**config.mk**
```make
export PLATFORM = sky130hd
export DESIGN_NAME = branch_predictor_flat
export DESIGN_NICKNAME = d
export VERILOG_FILES = /design/src/rtl/bp_pkg.sv /design/src/rtl/branch_predictor_if.sv /design/src/rtl/sat_counter.sv /design/src/rtl/branch_predictor.sv /design/src/flat_wrapper.sv
export SDC_FILE = /design/constraint.sdc
export NUM_CORES = 2
export LEC_CHECK = 0
export ABC_AREA = 1
export CAP_MARGIN = 20
export CORE_UTILIZATION = 45
export CTS_CLUSTER_SIZE = 14
export DETAILED_ROUTE_END_ITERATION = 10
export HOLD_SLACK_MARGIN = 0.06
export SYNTH_ARGS = -nofsm -noshare
export SYNTH_HDL_FRONTEND = slang
export SYNTH_SLANG_ARGS = --single-unit
```
**constraint.sdc**
```tcl
create_clock -name clk -period 10.6 [get_ports clk]
set_input_delay 2.12 -clock clk [delete_from_list [all_inputs] [get_ports clk]]
set_output_delay 2.12 -clock clk [all_outputs]
set_load 0.02 [all_outputs]
```
**src/rtl/bp_pkg.sv**
```systemverilog
// +----------------------------------------------------------------------------+
// | bp_pkg: shared defaults, counter constants and update actions for          |
// | branch_predictor.                                          Revision: 1.0   |
// +----------------------------------------------------------------------------+
`default_nettype none

package bp_pkg;

  localparam int unsigned c_xlen_default     = 64;
  localparam int unsigned c_entries_default  = 16;
  localparam int unsigned c_ctr_bits_default = 2;

  localparam logic [c_ctr_bits_default-1:0] c_weak_taken     = 2'b10;
  localparam logic [c_ctr_bits_default-1:0] c_weak_not_taken = 2'b01;

  // Width-generic forms of the two constants above.
  function automatic int unsigned weak_taken_val(input int unsigned bits);
    return 32'd1 << (bits - 1);
  endfunction

  function automatic int unsigned weak_not_taken_val(input int unsigned bits);
    return (32'd1 << (bits - 1)) - 32'd1;
  endfunction

  typedef enum logic [1:0] {
    ACT_NONE  = 2'd0,
    ACT_TRAIN = 2'd1,
    ACT_ALLOC = 2'd2,
    ACT_JUMP  = 2'd3
  } upd_act_e;

endpackage

`default_nettype wire

```
**src/rtl/branch_predictor_if.sv**
```systemverilog
// +----------------------------------------------------------------------------+
// | branch_predictor_if: fetch lookup and resolved-update bus.                 |
// |                                                            Revision: 1.0   |
// +----------------------------------------------------------------------------+
`default_nettype none

interface branch_predictor_if #(
  parameter int unsigned XLEN = bp_pkg::c_xlen_default
);
  logic [XLEN-1:0] fetch_pc;
  logic            pred_hit;
  logic            pred_taken;
  logic [XLEN-1:0] pred_target;

  logic            upd_valid;
  logic [XLEN-1:0] upd_pc;
  logic            upd_is_jump;
  logic            upd_taken;
  logic [XLEN-1:0] upd_target;
  logic            upd_pred_taken;
  logic [XLEN-1:0] upd_pred_target;
  logic            upd_mispredict;

  modport master (
    output fetch_pc, upd_valid, upd_pc, upd_is_jump, upd_taken, upd_target,
           upd_pred_taken, upd_pred_target,
    input  pred_hit, pred_taken, pred_target, upd_mispredict
  );

  modport slave (
    input  fetch_pc, upd_valid, upd_pc, upd_is_jump, upd_taken, upd_target,
           upd_pred_taken, upd_pred_target,
    output pred_hit, pred_taken, pred_target, upd_mispredict
  );
endinterface

`default_nettype wire

```
**src/rtl/sat_counter.sv**
```systemverilog
// +----------------------------------------------------------------------------+
// | sat_counter: saturating up/down counter with set-max and load.             |
// |                                                            Revision: 1.0   |
// +----------------------------------------------------------------------------+
`default_nettype none

module sat_counter #(
  parameter int unsigned      WIDTH   = 2,
  parameter logic [WIDTH-1:0] RST_VAL = '0
) (
  input  wire logic             clk,
  input  wire logic             reset,
  input  wire logic             inc,
  input  wire logic             dec,
  input  wire logic             set_max,
  input  wire logic             load,
  input  wire logic [WIDTH-1:0] load_val,
  output logic      [WIDTH-1:0] count
);

  localparam logic [WIDTH-1:0] c_max = '1;

  logic [WIDTH-1:0] r_count;
  logic [WIDTH-1:0] w_count_nxt;

  always_comb begin
    w_count_nxt = r_count;
    if (set_max)
      w_count_nxt = c_max;
    else if (load)
      w_count_nxt = load_val;
    else if (inc && (r_count != c_max))
      w_count_nxt = r_count + 1'b1;
    else if (dec && (r_count != '0))
      w_count_nxt = r_count - 1'b1;
  end

  always_ff @(posedge clk or negedge reset) begin
    if (!reset)
      r_count <= RST_VAL;
    else
      r_count <= w_count_nxt;
  end

  assign count = r_count;

endmodule

`default_nettype wire

```
**src/rtl/branch_predictor.sv**
```systemverilog
// +----------------------------------------------------------------------------+
// | branch_predictor: direct-mapped BTB with per-entry saturating counters.    |
// |                                                            Revision: 1.0   |
// +----------------------------------------------------------------------------+
`default_nettype none

module branch_predictor
  import bp_pkg::*;
#(
  parameter int unsigned XLEN     = c_xlen_default,
  parameter int unsigned ENTRIES  = c_entries_default,
  parameter int unsigned CTR_BITS = c_ctr_bits_default
) (
  input  wire logic        clk,
  input  wire logic        reset,
  input  wire logic        bp_clear,
  branch_predictor_if.slave bp,
  output logic      [31:0] stat_updates,
  output logic      [31:0] stat_mispredicts
);

  localparam int unsigned c_idx   = $clog2(ENTRIES);
  localparam int unsigned c_tag_w = XLEN - c_idx - 2;
  localparam logic [CTR_BITS-1:0] c_ctr_weak_taken     = CTR_BITS'(weak_taken_val(CTR_BITS));
  localparam logic [CTR_BITS-1:0] c_ctr_weak_not_taken = CTR_BITS'(weak_not_taken_val(CTR_BITS));

  logic                r_valid  [ENTRIES];
  logic [c_tag_w-1:0]  r_tag    [ENTRIES];
  logic [XLEN-1:0]     r_target [ENTRIES];
  logic [CTR_BITS-1:0] w_ctr    [ENTRIES];

  logic [c_idx-1:0]   w_f_idx, w_u_idx;
  logic [c_tag_w-1:0] w_f_tag, w_u_tag;
  logic               w_u_hit;
  logic               w_wr_target;
  upd_act_e           w_act;
  logic               w_unused;

  assign w_f_idx  = bp.fetch_pc[c_idx+1:2];
  assign w_f_tag  = bp.fetch_pc[XLEN-1:c_idx+2];
  assign w_u_idx  = bp.upd_pc[c_idx+1:2];
  assign w_u_tag  = bp.upd_pc[XLEN-1:c_idx+2];
  assign w_unused = ^{bp.fetch_pc[1:0], bp.upd_pc[1:0]};

  assign bp.pred_hit    = r_valid[w_f_idx] && (r_tag[w_f_idx] == w_f_tag);
  assign bp.pred_taken  = bp.pred_hit && w_ctr[w_f_idx][CTR_BITS-1];
  assign bp.pred_target = bp.pred_taken ? r_target[w_f_idx] : bp.fetch_pc + XLEN'(4);

  assign bp.upd_mispredict = bp.upd_valid &&
                             ((bp.upd_taken != bp.upd_pred_taken) ||
                              (bp.upd_taken && (bp.upd_target != bp.upd_pred_target)));

  assign w_u_hit = r_valid[w_u_idx] && (r_tag[w_u_idx] == w_u_tag);

  // A clear swallows any simultaneous update so the table ends up fully invalid.
  always_comb begin
    w_act = ACT_NONE;
    if (bp.upd_valid && !bp_clear) begin
      if (bp.upd_is_jump)
        w_act = ACT_JUMP;
      else if (w_u_hit)
        w_act = ACT_TRAIN;
      else if (bp.upd_taken)
        w_act = ACT_ALLOC;
    end
  end

  assign w_wr_target = (w_act == ACT_JUMP) || (w_act == ACT_ALLOC) ||
                       ((w_act == ACT_TRAIN) && bp.upd_taken);

  always_ff @(posedge clk or negedge reset) begin
    if (!reset) begin
      for (int i = 0; i < int'(ENTRIES); i++) r_valid[i] <= 1'b0;
    end else if (bp_clear) begin
      for (int i = 0; i < int'(ENTRIES); i++) r_valid[i] <= 1'b0;
    end else if ((w_act == ACT_JUMP) || (w_act == ACT_ALLOC)) begin
      r_valid[w_u_idx] <= 1'b1;
    end
  end

  // Tag and target are qualified by valid, so they need no reset.
  always_ff @(posedge clk) begin
    if ((w_act == ACT_JUMP) || (w_act == ACT_ALLOC))
      r_tag[w_u_idx] <= w_u_tag;
    if (w_wr_target)
      r_target[w_u_idx] <= bp.upd_target;
  end

  for (genvar gi = 0; gi < ENTRIES; gi++) begin : g_entry
    logic w_sel;
    assign w_sel = (w_u_idx == c_idx'(gi));

    sat_counter #(
      .WIDTH   (CTR_BITS),
      .RST_VAL (c_ctr_weak_not_taken)
    ) u_ctr (
      .clk      (clk),
      .reset    (reset),
      .inc      (w_sel && (w_act == ACT_TRAIN) && bp.upd_taken),
      .dec      (w_sel && (w_act == ACT_TRAIN) && !bp.upd_taken),
      .set_max  (w_sel && (w_act == ACT_JUMP)),
      .load     (w_sel && (w_act == ACT_ALLOC)),
      .load_val (c_ctr_weak_taken),
      .count    (w_ctr[gi])
    );
  end

  sat_counter #(
    .WIDTH   (32),
    .RST_VAL ('0)
  ) u_stat_upd (
    .clk      (clk),
    .reset    (reset),
    .inc      (bp.upd_valid),
    .dec      (1'b0),
    .set_max  (1'b0),
    .load     (1'b0),
    .load_val ('0),
    .count    (stat_updates)
  );

  sat_counter #(
    .WIDTH   (32),
    .RST_VAL ('0)
  ) u_stat_mis (
    .clk      (clk),
    .reset    (reset),
    .inc      (bp.upd_mispredict),
    .dec      (1'b0),
    .set_max  (1'b0),
    .load     (1'b0),
    .load_val ('0),
    .count    (stat_mispredicts)
  );

endmodule

`default_nettype wire

```
**src/flat_wrapper.sv**
```systemverilog
// flat-port wrapper written by rule: the top's interface ports become plain ports
module branch_predictor_flat import bp_pkg::*;
#(
  parameter int unsigned XLEN     = c_xlen_default,
  parameter int unsigned ENTRIES  = c_entries_default,
  parameter int unsigned CTR_BITS = c_ctr_bits_default
)
  (clk, reset, bp_clear, stat_updates, stat_mispredicts, bp_fetch_pc, bp_upd_valid, bp_upd_pc, bp_upd_is_jump, bp_upd_taken, bp_upd_target, bp_upd_pred_taken, bp_upd_pred_target, bp_pred_hit, bp_pred_taken, bp_pred_target, bp_upd_mispredict);
  branch_predictor_if #(.XLEN(XLEN)) bp_i ();
  input  wire logic clk;
  input  wire logic reset;
  input  wire logic bp_clear;
  output logic      [31:0] stat_updates;
  output logic      [31:0] stat_mispredicts;
  input wire logic [$bits(bp_i.fetch_pc)-1:0] bp_fetch_pc;
  input wire logic [$bits(bp_i.upd_valid)-1:0] bp_upd_valid;
  input wire logic [$bits(bp_i.upd_pc)-1:0] bp_upd_pc;
  input wire logic [$bits(bp_i.upd_is_jump)-1:0] bp_upd_is_jump;
  input wire logic [$bits(bp_i.upd_taken)-1:0] bp_upd_taken;
  input wire logic [$bits(bp_i.upd_target)-1:0] bp_upd_target;
  input wire logic [$bits(bp_i.upd_pred_taken)-1:0] bp_upd_pred_taken;
  input wire logic [$bits(bp_i.upd_pred_target)-1:0] bp_upd_pred_target;
  output wire logic [$bits(bp_i.pred_hit)-1:0] bp_pred_hit;
  output wire logic [$bits(bp_i.pred_taken)-1:0] bp_pred_taken;
  output wire logic [$bits(bp_i.pred_target)-1:0] bp_pred_target;
  output wire logic [$bits(bp_i.upd_mispredict)-1:0] bp_upd_mispredict;
  assign bp_i.fetch_pc = bp_fetch_pc;
  assign bp_i.upd_valid = bp_upd_valid;
  assign bp_i.upd_pc = bp_upd_pc;
  assign bp_i.upd_is_jump = bp_upd_is_jump;
  assign bp_i.upd_taken = bp_upd_taken;
  assign bp_i.upd_target = bp_upd_target;
  assign bp_i.upd_pred_taken = bp_upd_pred_taken;
  assign bp_i.upd_pred_target = bp_upd_pred_target;
  assign bp_pred_hit = bp_i.pred_hit;
  assign bp_pred_taken = bp_i.pred_taken;
  assign bp_pred_target = bp_i.pred_target;
  assign bp_upd_mispredict = bp_i.upd_mispredict;
  branch_predictor #(.XLEN(XLEN), .ENTRIES(ENTRIES), .CTR_BITS(CTR_BITS)) u_core (.clk(clk), .reset(reset), .bp_clear(bp_clear), .bp(bp_i), .stat_updates(stat_updates), .stat_mispredicts(stat_mispredicts));
endmodule
```
Word level (Yosys, flattened, before mapping)
Memories as Yosys holds them, arrays and structs flattened.
Index checks and enable logic that the tools add are counted.
Storage, ports and cells
  register bits: 112
  latch bits: 0
  memory bits (writable): 1952
  memory bits (read-only): 0
  bits of input ports: 263
  output and inout bits: 131
  logic and storage cells: 364
  memories: 2
Operators by class
  add/sub/neg operators: 35
  multiply operators: 0
  div/mod/pow operators: 0
  order comparisons: 3
  equality and inequality tests: 40
  shifts and indexed selects: 0
  muxes and demuxes: 86
  bitwise logic cells: 3
  reductions and logical operators: 161
Memories
  u_core.r_target: words 16, bits a word 64, read ports 1, clocked after Yosys merged registers in 0, wr ports 1, line branch_predictor.sv:29  | logic [XLEN-1:0] r_target [ENTRIES];
  u_core.r_tag: words 16, bits a word 58, read ports 2, clocked after Yosys merged registers in 0, wr ports 1, line branch_predictor.sv:28  | logic [c_tag_w-1:0] r_tag [ENTRIES];
Operators with widths (count)
  two-way mux 2 bit: 70
  logical AND 1 bit: 122
  equality test 58 bit: 2
  adder 32 x 1 -> 32 bit (second input constant): 2
  adder 64 x 3 -> 64 bit (second input constant): 1
  two-way mux 64 bit: 1
  inequality test 32 bit (second input constant): 2
  inequality test 64 bit: 1
  nonzero test 4 bit: 16
  nonzero test 2 bit: 17
  adder 2 x 1 -> 2 bit (second input constant): 16
  equality test 4 bit (second input constant): 8
  two-way mux 16 bit: 2
  inequality test 2 bit (second input constant): 16
  subtractor 2 x 1 -> 2 bit (second input constant): 16
  equality test 4 x 3 -> 1 bit (second input constant): 4
  bitwise OR 16 bit: 1
  >= comparator 5 bit (second input constant): 2
  NOT 4 -> 5 bit: 2
  two-way mux 1 bit: 9
  binary-select mux 1 bit (select 4 bit): 2
  binary-select mux 2 bit (select 4 bit): 1
  equality test 4 x 2 -> 1 bit (second input constant): 2
  less-than comparator 5 x 1 -> 1 bit (second input constant): 1
  8 further kinds: 12

Longest topological paths before layout
  depth after elaboration: 16
  mapped depth: 26
  depth with buffers taken out: 23

Modules after synthesis
From an unflattened synthesis, not the netlist that was laid out.
Unflattened totals
  cells, all modules: 11403
  area total of the unflattened synthesis: 103416.7 um^2
By module, submodules not included
  branch_predictor: times used 1, cells an instance 9509, area an instance 92759.0 um^2, sequential area each 59016.6 um^2
  sat_counter (u_core.u_stat_mis ...): times used 2, cells an instance 763, area an instance 4117.7 um^2, sequential area each 800.8 um^2
  sat_counter (u_core.g_entry[0].u_ctr ...): times used 16, cells an instance 23, area an instance 151.4 um^2, sequential area each 51.3 um^2

Least setup slack after synthesis
Ideal clock, no wire load.
  path type: input-to-reg
  start point: input bp_upd_is_jump
  end point: memory u_core.r_tag[13][0] (netlist name) (enable)
  library setup time: 412 ps
  arrival: 9456 ps
  required time: 10188 ps
  setup slack: 732 ps
  stages on the path: 8
  buffers on the path: 2
  cells stage by stage: clkbuf_1 inv_1 a21oi_1 inv_1 clkbuf_1 nor3_1 nand2_1 inv_1
Between the ends
  longest elaborated chain between the ends: 6
  elaborated cells between the ends (all ways): 7
  those cells by class: 2 x eq/ne; 4 x mux; 1 x reduce/logical
Ends and longest elaborated chain
  start: declaration: line flat_wrapper.sv:18  | input wire logic [$bits(bp_i.upd_is_jump)-1:0] bp_upd_is_jump;
  two-way mux 2 bit *: line branch_predictor.sv:59  | if (bp.upd_is_jump)
  two-way mux 2 bit *: line branch_predictor.sv:58  | if (bp.upd_valid && !bp_clear) begin
  equality test 2 bit: line branch_predictor.sv:83  | if ((w_act == ACT_JUMP) || (w_act == ACT_ALLOC))
  logical OR 1 bit *: line branch_predictor.sv:83
  two-way mux 1 bit *: line branch_predictor.sv:83
  two-way mux 1 bit (implied by the code) *: line branch_predictor.sv:84  | r_tag[w_u_idx] <= w_u_tag;
  end: declaration: line branch_predictor.sv:28
Mark *: on every way between the ends. The rest lies on a longest branch, timed or not.

Final worst setup path
  start point: input bp_fetch_pc[5]
  end point: output bp_pred_target[59]
Between the ends
  longest elaborated chain between the ends: 7
  elaborated cells between the ends (all ways): 14
  those cells by class: 1 x add/sub; 1 x eq/ne; 7 x mux; 1 x bitwise; 2 x reduce/logical; 2 x memory
Ends and longest elaborated chain
  start: declaration: line flat_wrapper.sv:15  | input wire logic [$bits(bp_i.fetch_pc)-1:0] bp_fetch_pc;
  branches (longest 6 deep; another with adder 64 x 3 -> 64 bit)
  two-way mux 64 bit *: line branch_predictor.sv:47  | assign bp.pred_target = bp.pred_taken ? r_target[w_f_idx] : bp.fetch_pc + XLEN'(4);
  end: declaration: line flat_wrapper.sv:25  | output wire logic [$bits(bp_i.pred_target)-1:0] bp_pred_target;
Mark *: on every way between the ends. The select of a mux whose other input is x is not followed.

==> reports/summary.txt <==
Netlist cell types -> 52
layout cells sized above 1 -> 0.0533
Seq/Total Area, Yosys -> 0.626
Switch Pwr -> 4.81 mW
failing checks -> design-rule violations
Net Sw Frac -> 0.260
Worst Hold End -> u_core.u_stat_upd.count[12]$_DFFE_PN0P_
final worst path period share -> 0.897
Post-CTS Hold Fix Bufs -> 0
critical path class -> in2out
Pwr Density -> 166 mW/mm²
ANT nets after route -> 0
cts repair resizes -> 0
GP Congestion -> 0.971
CTS tree -> built
Placed Area -> 0.105 mm²
Setup crit start kind -> input port
detailed-router iteration count before antenna repair -> 9
terminus of the critical flop-to-flop path -> u_core.r_tag[8][20]$_DFFE_PP_
worst-path maximum fanout -> 96
Clock power frac -> 0.397
Worst-path clk slew -> 0.06 ns
Die H -> 469 µm
number of vias per cell -> 5.94
Num CTS Buffers -> 215
status -> finished with violations
FFs w/ async S/R, synth -> 0.0543
Vias -> 79500
Die Span X -> 469 µm
Fmax -> 0.105 GHz
layout net count -> 10600
HP Class -> reg2reg
CP arrival -> 7.39 ns
largest family of logic cells by synthesized area -> simple AND/OR/NAND/NOR gates
Mapped Cells -> 10100
post-synth top area cell -> edfxtp_1
routed wire length per instance -> 27.1 µm
Core ar. -> 0.217 mm²
Synth Area per Inst -> 9.69 µm²
Max-Slew Margin vs Limit -> 0.219
Worst EP required -> 8.48 ns
gr usage total -> 0.322
Comb pwr share -> 0.109
Sequential Area -> 0.0614 mm²
Post-synth EDFFs -> 1952
latest clock arrival within the worst-skew pair -> 0.92 ns
row cnt -> 171
RSZ-0062 raised after global routing -> no
Layout area overhead -> 13.7%
Syn Std Cell Area -> 0.0982 mm²
area share of xor/xnor cells in the synthesized design -> 0.0143
area taken by multi-input logic gates -> 0.0319 mm²
Pint -> 13.7 mW
skew final -> 0.0704 ns
Synth Area in Adders -> 0.000382
post-place setup slack -> 1.29 ns
final hold violations -> 0
First DRT Iteration DRCs -> 9900
share of the synthesized area in the top cell type -> 0.597
post-layout min period -> 9.51 ns
sequential share of power -> 0.494
total global routing overflow -> 0
# IOs -> 394
Setup crit end kind -> output port
Synth area leaders -> edfxtp_1 60%, nand2_1 10%, o21ai_0 6.9%
Ys Warns -> 0
Post-CTS Repair Setup Buffers -> 0
Final Setup Violations -> 0
DP Wirelength -> 220000 µm
clock tree sinks -> 2064
dominant synthesized flop cell -> edfxtp_1
Worst Hold Launch -> u_core.u_stat_upd.count[12]$_DFFE_PN0P_
post-route cell area -> 0.112 mm²
Synthesized Nets -> 10400
Synth Area in Compound Gates -> 0.130
P_leak -> 41.9 nW
DR DRC count -> 12
number of global-route vias before repair -> 73400
Slew @ Worst Pin -> 1.17 ns
area of the die -> 0.220 mm²
fillers -> 19300
Final WS setup -> 1.09 ns
Final Slew Violations -> 0
total negative setup slack -> 0 ns
multiplexer share of the synthesized area -> 0
hold depth -> 1
Starting Density -> 0.453
port bufs -> 391
maxcap violations -> 0
initial antenna violation count -> 44
flop2flop setup slack -> 5.98 ns
Reg2Reg Depth -> 17
post-layout util -> 0.514
Final Total Pwr -> 18.5 mW
Worst VDD drop -> 182 µV
clock buffer depth -> 3
pin count of the biggest net entering global routing -> 204
H-tree levels -> 4
first-pass GRT wire length -> 511000 µm
simple-gate area share of the yosys netlist -> 0.178
routed wire length -> 363000 µm
worst r2r src -> u_core.r_tag[15][37]$_DFFE_PP_
clock root buffer -> clkbuf_16
Seq cells post-synth -> 2064
-- cell usage after synthesis, drive strengths merged, types with 14 or more instances --
library cell and instances:
dfrtp 96, nand2 2693, a31oi 14, a21oi 386, o21ai 1426, nor3 76
dfstp 16, a221oi 37, o21bai 43, buf 270, xor2 129, nand3 299
xnor2 31, nand3b 15, o211ai 71, nand4 147, edfxtp 1952, a32o 24
o211a 17, clkbuf 342, o22ai 185, nor4 40, inv 620, nor2 1082
o221ai 91
-- power by group through the flow --
| stage | combinational (mW) | clock, mW | sequential, mW |
|---|---|---|---|
| 2_1_floorplan | 1.04 | 0 | 9.32 |
| 3_3_place_gp | 1.94 | 0 | 9.31 |
| 3_5_place_dp | 1.97 | 0 | 9.32 |
| 4_1_cts | 1.98 | 7.43 | 9.15 |
| 5_1_grt | 2.15 | 7.73 | 9.16 |
| 6_report | 2.01 | 7.36 | 9.15 |
-- sequential cells by signal, summed over array words and instances (netlist names) --
| name | count |
|---|---|
| u_core.g_entry.u_ctr.count | 32 |
| u_core.r_tag | 928 |
| u_core.r_target | 1024 |
| u_core.r_valid | 16 |
| u_core.u_stat_mis.count | 32 |
| u_core.u_stat_upd.count | 32 |
-- metrics by stage --
stage | hold WS [ns] | instances
after floorplan | 0.478 | 10100
after global placement | 0.489 | 12900
after detailed placement | 0.496 | 12900
after CTS | 0.506 | 13300
after global routing | 0.519 | 13400
final | 0.507 | 13400
-- layout make-up --
class / count / area share
Sequential cell: 2064 / 0.550
Clock buffer: 268 / 0.0506
Timing Repair Buffer: 560 / 0.0487
Antenna cell: 35 / 0.000785
Clock inverter: 129 / 0.00982
Multi-Input combinational cell: 6839 / 0.286
Inverter: 625 / 0.0219
Tap cell: 2854 / 0.0320
-- worst max path at each step --
| stage | start | end | slack, ns |
|---|---|---|---|
| floorplan | bp_upd_is_jump | u_core.r_tag[13][0]$_DFFE_PP_ | 0.73 |
| global placement | bp_fetch_pc[5] | bp_pred_target[20] | 1.31 |
| detailed placement | bp_fetch_pc[5] | bp_pred_target[20] | 1.29 |
| CTS | bp_fetch_pc[5] | bp_pred_target[20] | 1.28 |
| global route | bp_fetch_pc[3] | bp_pred_target[19] | 1.14 |
| finish | bp_fetch_pc[5] | bp_pred_target[59] | 1.09 |
-- worst max-delay path: stages --
cell and delay (ns):
clkdlybuf4s50_1 0.88, inv_6 0.28, nor2_4 0.45, buf_12 0.36, nand2_1 0.10, nand2_1 0.21, inv_1 0.10, nand3_1 0.15
nand2_1 0.08, nor2_1 0.20, nand4_1 0.12, nor2_1 0.11, nand3_1 0.09, nor2_2 0.35, nand3_4 0.12, buf_12 0.26
o21ai_1 0.54, clkdlybuf4s50_1 0.71
-- cells by family (layout without fill, tap and decap cells) --
logic type | Yosys count | after routing
and+or+nand+nor | 4369 | 4369
AOI/OAI and AO/OA | 2307 | 2307
DFF | 2064 | 2064
buffers and inverters | 1237 | 1582
xor gates and xnor gates | 160 | 160
adders and majority gates | 3 | 3
other | 0 | 35
-- placed cells by master, fill, tap and decap left out, types with 71 or more instances in the layout --
master,instances
nand2_1,2693
edfxtp_1,1952
o21ai_0,1354
nor2_1,1062
inv_1,594
a21oi_1,386
clkdlybuf4s50_1,364
nand3_1,297
clkbuf_16,218
o22ai_1,185
buf_4,168
nand4_1,147
xor2_1,129
dfrtp_1,96
o221ai_1,91
o21ai_1,72
nor3_1,72
o211ai_1,71
-- routing by layer --
metal	wire [µm]	vias to the layer above	global-route usage
met1	138000	38500	0.420
met5	13	-	0
li1	-	35600	-
met3	33900	852	0.0487
met2	168000	4503	0.508
met4	23500	2	0.199
Power figures use the tool's default switching activity.
